## src/rtl/imem_loader_if.sv

```systemverilog
// Byte-stream input and instruction-memory write port of the boot loader.
// master: the stream source / observer side; slave: the loader itself.
interface imem_loader_if;
   logic        in_valid;
   logic [7:0]  in_byte;
   logic        in_ready;
   logic        imem_we;
   logic [31:0] imem_addr;
   logic [31:0] imem_wdata;
   logic        cpu_hold;
   logic        done;
   logic        err;

   // Handshake: a byte transfers on a rising edge where in_valid && in_ready;
   // the source holds in_byte stable while in_valid is high and not yet accepted.
   modport master (
      output in_valid, in_byte,
      input  in_ready, imem_we, imem_addr, imem_wdata, cpu_hold, done, err
   );

   modport slave (
      input  in_valid, in_byte,
      output in_ready, imem_we, imem_addr, imem_wdata, cpu_hold, done, err
   );
endinterface

```

## src/rtl/imem_loader.sv

```systemverilog
// Boot loader: assembles little-endian words from a counted, XOR-checksummed byte
// frame, writes them to instruction memory and releases the core on success.
module imem_loader #(
   parameter int          DEPTH     = 256,
   parameter logic [31:0] BASE_ADDR = 32'h0000_0000
) (
   input  logic             clk,
   input  logic             rst,
   imem_loader_if.slave     bus,
   output logic [2:0]       dbg_state
);

   typedef enum logic [2:0] {
      S_CNT_LO = 3'd0,
      S_CNT_HI = 3'd1,
      S_DATA   = 3'd2,
      S_CSUM   = 3'd3,
      S_DONE   = 3'd4,
      S_ERR    = 3'd5
   } state_t;

   localparam logic [16:0] DEPTH_L = 17'(DEPTH);

   state_t      state;
   logic [7:0]  cnt_lo;
   logic [15:0] count;
   logic [15:0] index;
   logic [1:0]  lane;
   logic [23:0] shift;
   logic [7:0]  xsum;
   logic        accept;
   logic [15:0] count_next;

   assign accept     = bus.in_valid && bus.in_ready;
   assign count_next = {bus.in_byte, cnt_lo};
   assign dbg_state  = state;

   // Terminal states and reset are the only times the loader refuses bytes.
   assign bus.in_ready = !rst && (state == S_CNT_LO || state == S_CNT_HI ||
                                  state == S_DATA   || state == S_CSUM);

   always_ff @(posedge clk) begin
      if (rst) begin
         state          <= S_CNT_LO;
         cnt_lo         <= 8'h00;
         count          <= 16'h0000;
         index          <= 16'h0000;
         lane           <= 2'd0;
         shift          <= 24'h000000;
         xsum           <= 8'h00;
         bus.imem_we    <= 1'b0;
         bus.imem_addr  <= BASE_ADDR;
         bus.imem_wdata <= 32'h0000_0000;
         bus.cpu_hold   <= 1'b1;
         bus.done       <= 1'b0;
         bus.err        <= 1'b0;
      end else begin
         bus.imem_we <= 1'b0;
         if (accept) begin
            // The checksum byte itself is not folded into the running XOR.
            if (state != S_CSUM) xsum <= xsum ^ bus.in_byte;
            case (state)
               S_CNT_LO: begin
                  cnt_lo <= bus.in_byte;
                  state  <= S_CNT_HI;
               end
               S_CNT_HI: begin
                  count <= count_next;
                  index <= 16'h0000;
                  lane  <= 2'd0;
                  if ({1'b0, count_next} > DEPTH_L) begin
                     state   <= S_ERR;
                     bus.err <= 1'b1;
                  end else if (count_next == 16'h0000) begin
                     state <= S_CSUM;
                  end else begin
                     state <= S_DATA;
                  end
               end
               S_DATA: begin
                  lane  <= lane + 2'd1;
                  shift <= {bus.in_byte, shift[23:8]};
                  if (lane == 2'd3) begin
                     bus.imem_we    <= 1'b1;
                     bus.imem_wdata <= {bus.in_byte, shift};
                     bus.imem_addr  <= BASE_ADDR + {14'h0000, index, 2'b00};
                     index          <= index + 16'd1;
                     if ((index + 16'd1) == count) state <= S_CSUM;
                  end
               end
               S_CSUM: begin
                  if (bus.in_byte == xsum) begin
                     state        <= S_DONE;
                     bus.done     <= 1'b1;
                     bus.cpu_hold <= 1'b0;
                  end else begin
                     state   <= S_ERR;
                     bus.err <= 1'b1;
                  end
               end
               default: ;
            endcase
         end
      end
   end

endmodule
```

## src/flat_wrapper.sv

```systemverilog
// flat-port wrapper written by rule: the top's interface ports become plain ports
module imem_loader_flat 
#(
   parameter int          DEPTH     = 256,
   parameter logic [31:0] BASE_ADDR = 32'h0000_0000
)
  (clk, rst, dbg_state, bus_in_valid, bus_in_byte, bus_in_ready, bus_imem_we, bus_imem_addr, bus_imem_wdata, bus_cpu_hold, bus_done, bus_err);
  imem_loader_if bus_i ();
  input  logic clk;
  input  logic rst;
  output logic [2:0] dbg_state;
  input wire logic [$bits(bus_i.in_valid)-1:0] bus_in_valid;
  input wire logic [$bits(bus_i.in_byte)-1:0] bus_in_byte;
  output wire logic [$bits(bus_i.in_ready)-1:0] bus_in_ready;
  output wire logic [$bits(bus_i.imem_we)-1:0] bus_imem_we;
  output wire logic [$bits(bus_i.imem_addr)-1:0] bus_imem_addr;
  output wire logic [$bits(bus_i.imem_wdata)-1:0] bus_imem_wdata;
  output wire logic [$bits(bus_i.cpu_hold)-1:0] bus_cpu_hold;
  output wire logic [$bits(bus_i.done)-1:0] bus_done;
  output wire logic [$bits(bus_i.err)-1:0] bus_err;
  assign bus_i.in_valid = bus_in_valid;
  assign bus_i.in_byte = bus_in_byte;
  assign bus_in_ready = bus_i.in_ready;
  assign bus_imem_we = bus_i.imem_we;
  assign bus_imem_addr = bus_i.imem_addr;
  assign bus_imem_wdata = bus_i.imem_wdata;
  assign bus_cpu_hold = bus_i.cpu_hold;
  assign bus_done = bus_i.done;
  assign bus_err = bus_i.err;
  imem_loader #(.DEPTH(DEPTH), .BASE_ADDR(BASE_ADDR)) u_core (.clk(clk), .rst(rst), .bus(bus_i), .dbg_state(dbg_state));
endmodule
```

## config.mk

```make
export PLATFORM = sky130hd
export DESIGN_NAME = imem_loader_flat
export DESIGN_NICKNAME = d
export VERILOG_FILES = /design/src/rtl/imem_loader_if.sv /design/src/rtl/imem_loader.sv /design/src/flat_wrapper.sv
export SDC_FILE = /design/constraint.sdc
export NUM_CORES = 1
export LEC_CHECK = 0
export ABC_CLOCK_PERIOD_IN_PS = 2100
export CELL_PAD_IN_SITES_DETAIL_PLACEMENT = 2
export CELL_PAD_IN_SITES_GLOBAL_PLACEMENT = 2
export CORE_ASPECT_RATIO = 0.7
export CORE_MARGIN = 2
export CORE_UTILIZATION = 28
export DETAILED_ROUTE_END_ITERATION = 10
export GPL_TIMING_DRIVEN = 1
export PLACE_DENSITY = 0.85
export SLEW_MARGIN = 15
export SYNTH_ARGS = -nofsm -noshare
export SYNTH_HDL_FRONTEND = slang
export SYNTH_SLANG_ARGS = --single-unit
export TNS_END_PERCENT = 100
```

## constraint.sdc

```tcl
create_clock -name clk -period 2.1 [get_ports clk]
set_clock_uncertainty 0.15 [all_clocks]
set_input_delay 0.63 -clock clk [delete_from_list [all_inputs] [get_ports clk]]
set_output_delay 0.63 -clock clk [all_outputs]
set_load 0.03 [all_outputs]
```

==> results.toml <==
[finish]
final_cell_area_um2 = 7695
syn2layout_area_growth_pct = 37.83
final_nets = 834
drive_gt1_frac = 0.1906
n_antenna_cell = 0
finish.utilization = 0.3908
stdcell_count = 1104

[floorplanning]
die_area_um2 = 21100
die_x_um = 172.8
fp.dieH_um = 122.1
rows = 43
io_pins = 83
initial_utilization = 0.2835
coreArea_um2 = 19690

[setup_path]
path_class = "reg -> reg"
r2r_cells = 8
r2r-end = "u_core.dbg_state[0]"
rr_startpoint = "u_core.index[0]"
worstPathRequired_ps = 2300
crit_arrival_ps = 2400
start_kind = "flop"
critPathMaxFanout = 7
endpoint_kind = "flop"
r2r_slack_ps = -100

[power]
power_w = 0.005786
p_leak_nw = 3.065
irDropWorstVdd_mv = 0.4251
power.density_nw_per_um2 = 751.9

[sta]
finalMaxSlewViolations = 0
setup_viol = 1
max_freq_mhz = 454.7
hold_viol = 0
tightest_slew_ps = 542.0
fin_crit_ps = 2199
rsz0062_at_grt = "yes"
timing.final.crit_share = 1.047
setup_ws_ps = -99.13
slew_headroom = 0.6386

[place]
dp_cells = 1071
place_congestion = 0.8131
io_buffers = 66
hpwlAfterDp_um = 13410
placed_area_um2 = 7061

[route]
dr.first_iter.drc_count = 275
finalWirelength_um = 20500
drc = 0
via_count = 5320
wl_per_cell_um = 18.56
drtPass1Iterations = 4
antenna_left = 0
viasPerCell = 4.819

[synthesis]
synth-async-reset-ratio = 0
synth_area_leaders = "dfxtp_1 46%, nand2_1 13%, a21oi_1 10%"
yosys-top-cells-count = "197 x nand2_1, 129 x dfxtp_1, 111 x a21oi_1, 45 x clkbuf_1, 45 x nor2_1"
synthFlopType = "dfxtp_1"
netlist_area_um2 = 5583
yosysMostFrequentCell = "nand2_1"
synth_edf_count = 0
yosysSeqAreaShare = 0.4626
synth_cell_type_count = 55
synth_top_area_frac = 0.4626
netlist_instances = 708
avgSynthCellArea_um2 = 7.885
synth_area_leader_cell = "dfxtp_1"
ys_seq_elements = 129
synth_warnings = 0

[global_route]
grt_first_pass_wirelength_um = 32170
antenna_found_initial = 0
grtUsageTotal = 0.1970
grt-ovfl-total = 0
grt_pass1_vias = 5828
grt_max_degree = 116

[run]
drv_cap = 0

[clocking]
cts.sinks = 129
clk_pin_slew_ps = 60
cts-root-buf = "clkbuf_16"
cts_max_level = 4
cts_buffers = 17
cts_tree = "yes"
insertion_delay_ps = 440
clk_path_buf_depth = 2

[hold_path]
min-delay-start = "u_core.bus.imem_addr[12]"
hold_depth = 2
min_path_type = "reg -> reg"
worstHoldEndpoint = "u_core.bus.imem_addr[12]"

[outcome]
status = "finished, violations left"
violations = "setup timing"
-- placed cells by master (no fill, tap or decap), types with 3 or more instances in the layout --
cell | synthesis | final
inv_6 | 0 | 3
nor4_2 | 1 | 4
a21o_1 | 3 | 3
a21oi_1 | 111 | 109
mux2i_1 | 11 | 11
nand3_1 | 8 | 7
nand4b_1 | 3 | 3
nand4_1 | 5 | 5
inv_1 | 4 | 4
nand2_1 | 197 | 195
xnor2_2 | 0 | 3
clkbuf_16 | 0 | 17
nor2_1 | 45 | 41
o21ai_0 | 12 | 12
or3_1 | 3 | 3
nor2_2 | 0 | 3
a31oi_1 | 5 | 5
xnor2_1 | 21 | 18
dfxtp_1 | 129 | 125
nand3b_1 | 6 | 6
dfxtp_2 | 0 | 4
clkdlybuf4s50_1 | 0 | 6
nor2b_1 | 3 | 3
nor3b_1 | 4 | 3
conb_1 | 1 | 16
nor3_1 | 8 | 7
buf_12 | 0 | 8
dlygate4sd2_1 | 0 | 53
clkinv_2 | 0 | 6
buf_4 | 17 | 78
and3_1 | 4 | 4
xor2_1 | 16 | 16
-- stage by stage --
step           worst slack [ps]  setup TNS (ps)  hold WS (ps)
3_3_place_gp             -384.1          -35910         292.8
2_1_floorplan             1.085               0         282.1
4_1_cts                  -144.2          -144.2         305.9
6_report                 -99.13          -99.13         302.6
3_5_place_dp             -513.0          -48360         300.3
5_1_grt                  -225.3          -225.3         328.2
-- routing by layer --
layer	GRT usage	routed length, um	vias up
li1	-	-	2546
met1	0.2364	9177	2667
met2	0.3449	10190	82
met3	0.05524	860	25
met4	0.06197	270	0
met5	0	0	-
-- critical path: stages, from the launching register on --
cell and delay, ps:
dfxtp_2 350, ha_4 200, buf_6 110, nand4b_1 180, a221oi_2 280, nand4_1 160, a2111oi_2 320, nand4_1 160
o31ai_2 200
-- registers in the layout, summed over array words and instances, names as in the netlist --
register and flops:
u_core.dbg_state 3, u_core.lane 2, u_core.shift 24, u_core.bus.imem_we 1, u_core.xsum 8, u_core.bus.done 1
u_core.bus.cpu_hold 1, u_core.bus.imem_wdata 32, u_core.index 16, u_core.bus.imem_addr 16, u_core.count 16, u_core.bus.err 1
u_core.cnt_lo 8
-- cell type report --
cell class	instances	area, um2
flip-flops and latches	129	2587
fillers	2256	12000
well taps	270	337.8
clock buffers	19	432.9
multi-input cells	519	2863
inverters	5	20.02
clock inverters	13	136.4
repair buffers	149	1318
-- cells by family after synthesis --
kind of cell,after synthesis,synth area share
buf+inv,75,0.06342
xor+xnor,37,0.05805
simple gates,308,0.2490
compound gates,145,0.1421
flops,129,0.4626
mux,11,0.01972
fa+ha+maj,2,0.004482
other cells,1,0.0006717
-- where the power goes --
group          switching (W)  leakage (nW)  internal (W)  total, W
combinational       0.000210          1.74      0.000122  0.000331
clock                0.00121         0.282       0.00175   0.00296
sequential         0.0000269          1.04       0.00247   0.00250
-- how the worst max path moves through the flow --
| stage | to | depth (start not counted) | slack [ps] | startpoint |
|---|---|---|---|---|
| floorplan | u_core.index[3] | 7 | 1 | rst |
| global placement | u_core.dbg_state[0] | 7 | -380 | bus_in_byte[5] |
| detailed placement | u_core.bus.imem_wdata[12] | 8 | -510 | bus_in_valid |
| CTS | u_core.dbg_state[0] | 7 | -140 | u_core.index[0] |
| global route | u_core.dbg_state[0] | 8 | -230 | u_core.index[0] |
| finish | u_core.dbg_state[0] | 8 | -100 | u_core.index[0] |
-- what timing repair did --
| action | 4_1_cts | 5_1_grt |
|---|---|---|
| setup endpoints to repair | 84 | 7 |
| pin swaps | 0 | 6 |
| hold buffers | 0 | 0 |
| resized for setup | 62 | 19 |
| setup buffers | 0 | 1 |
Note: power is estimated with default switching activity, not from simulation.
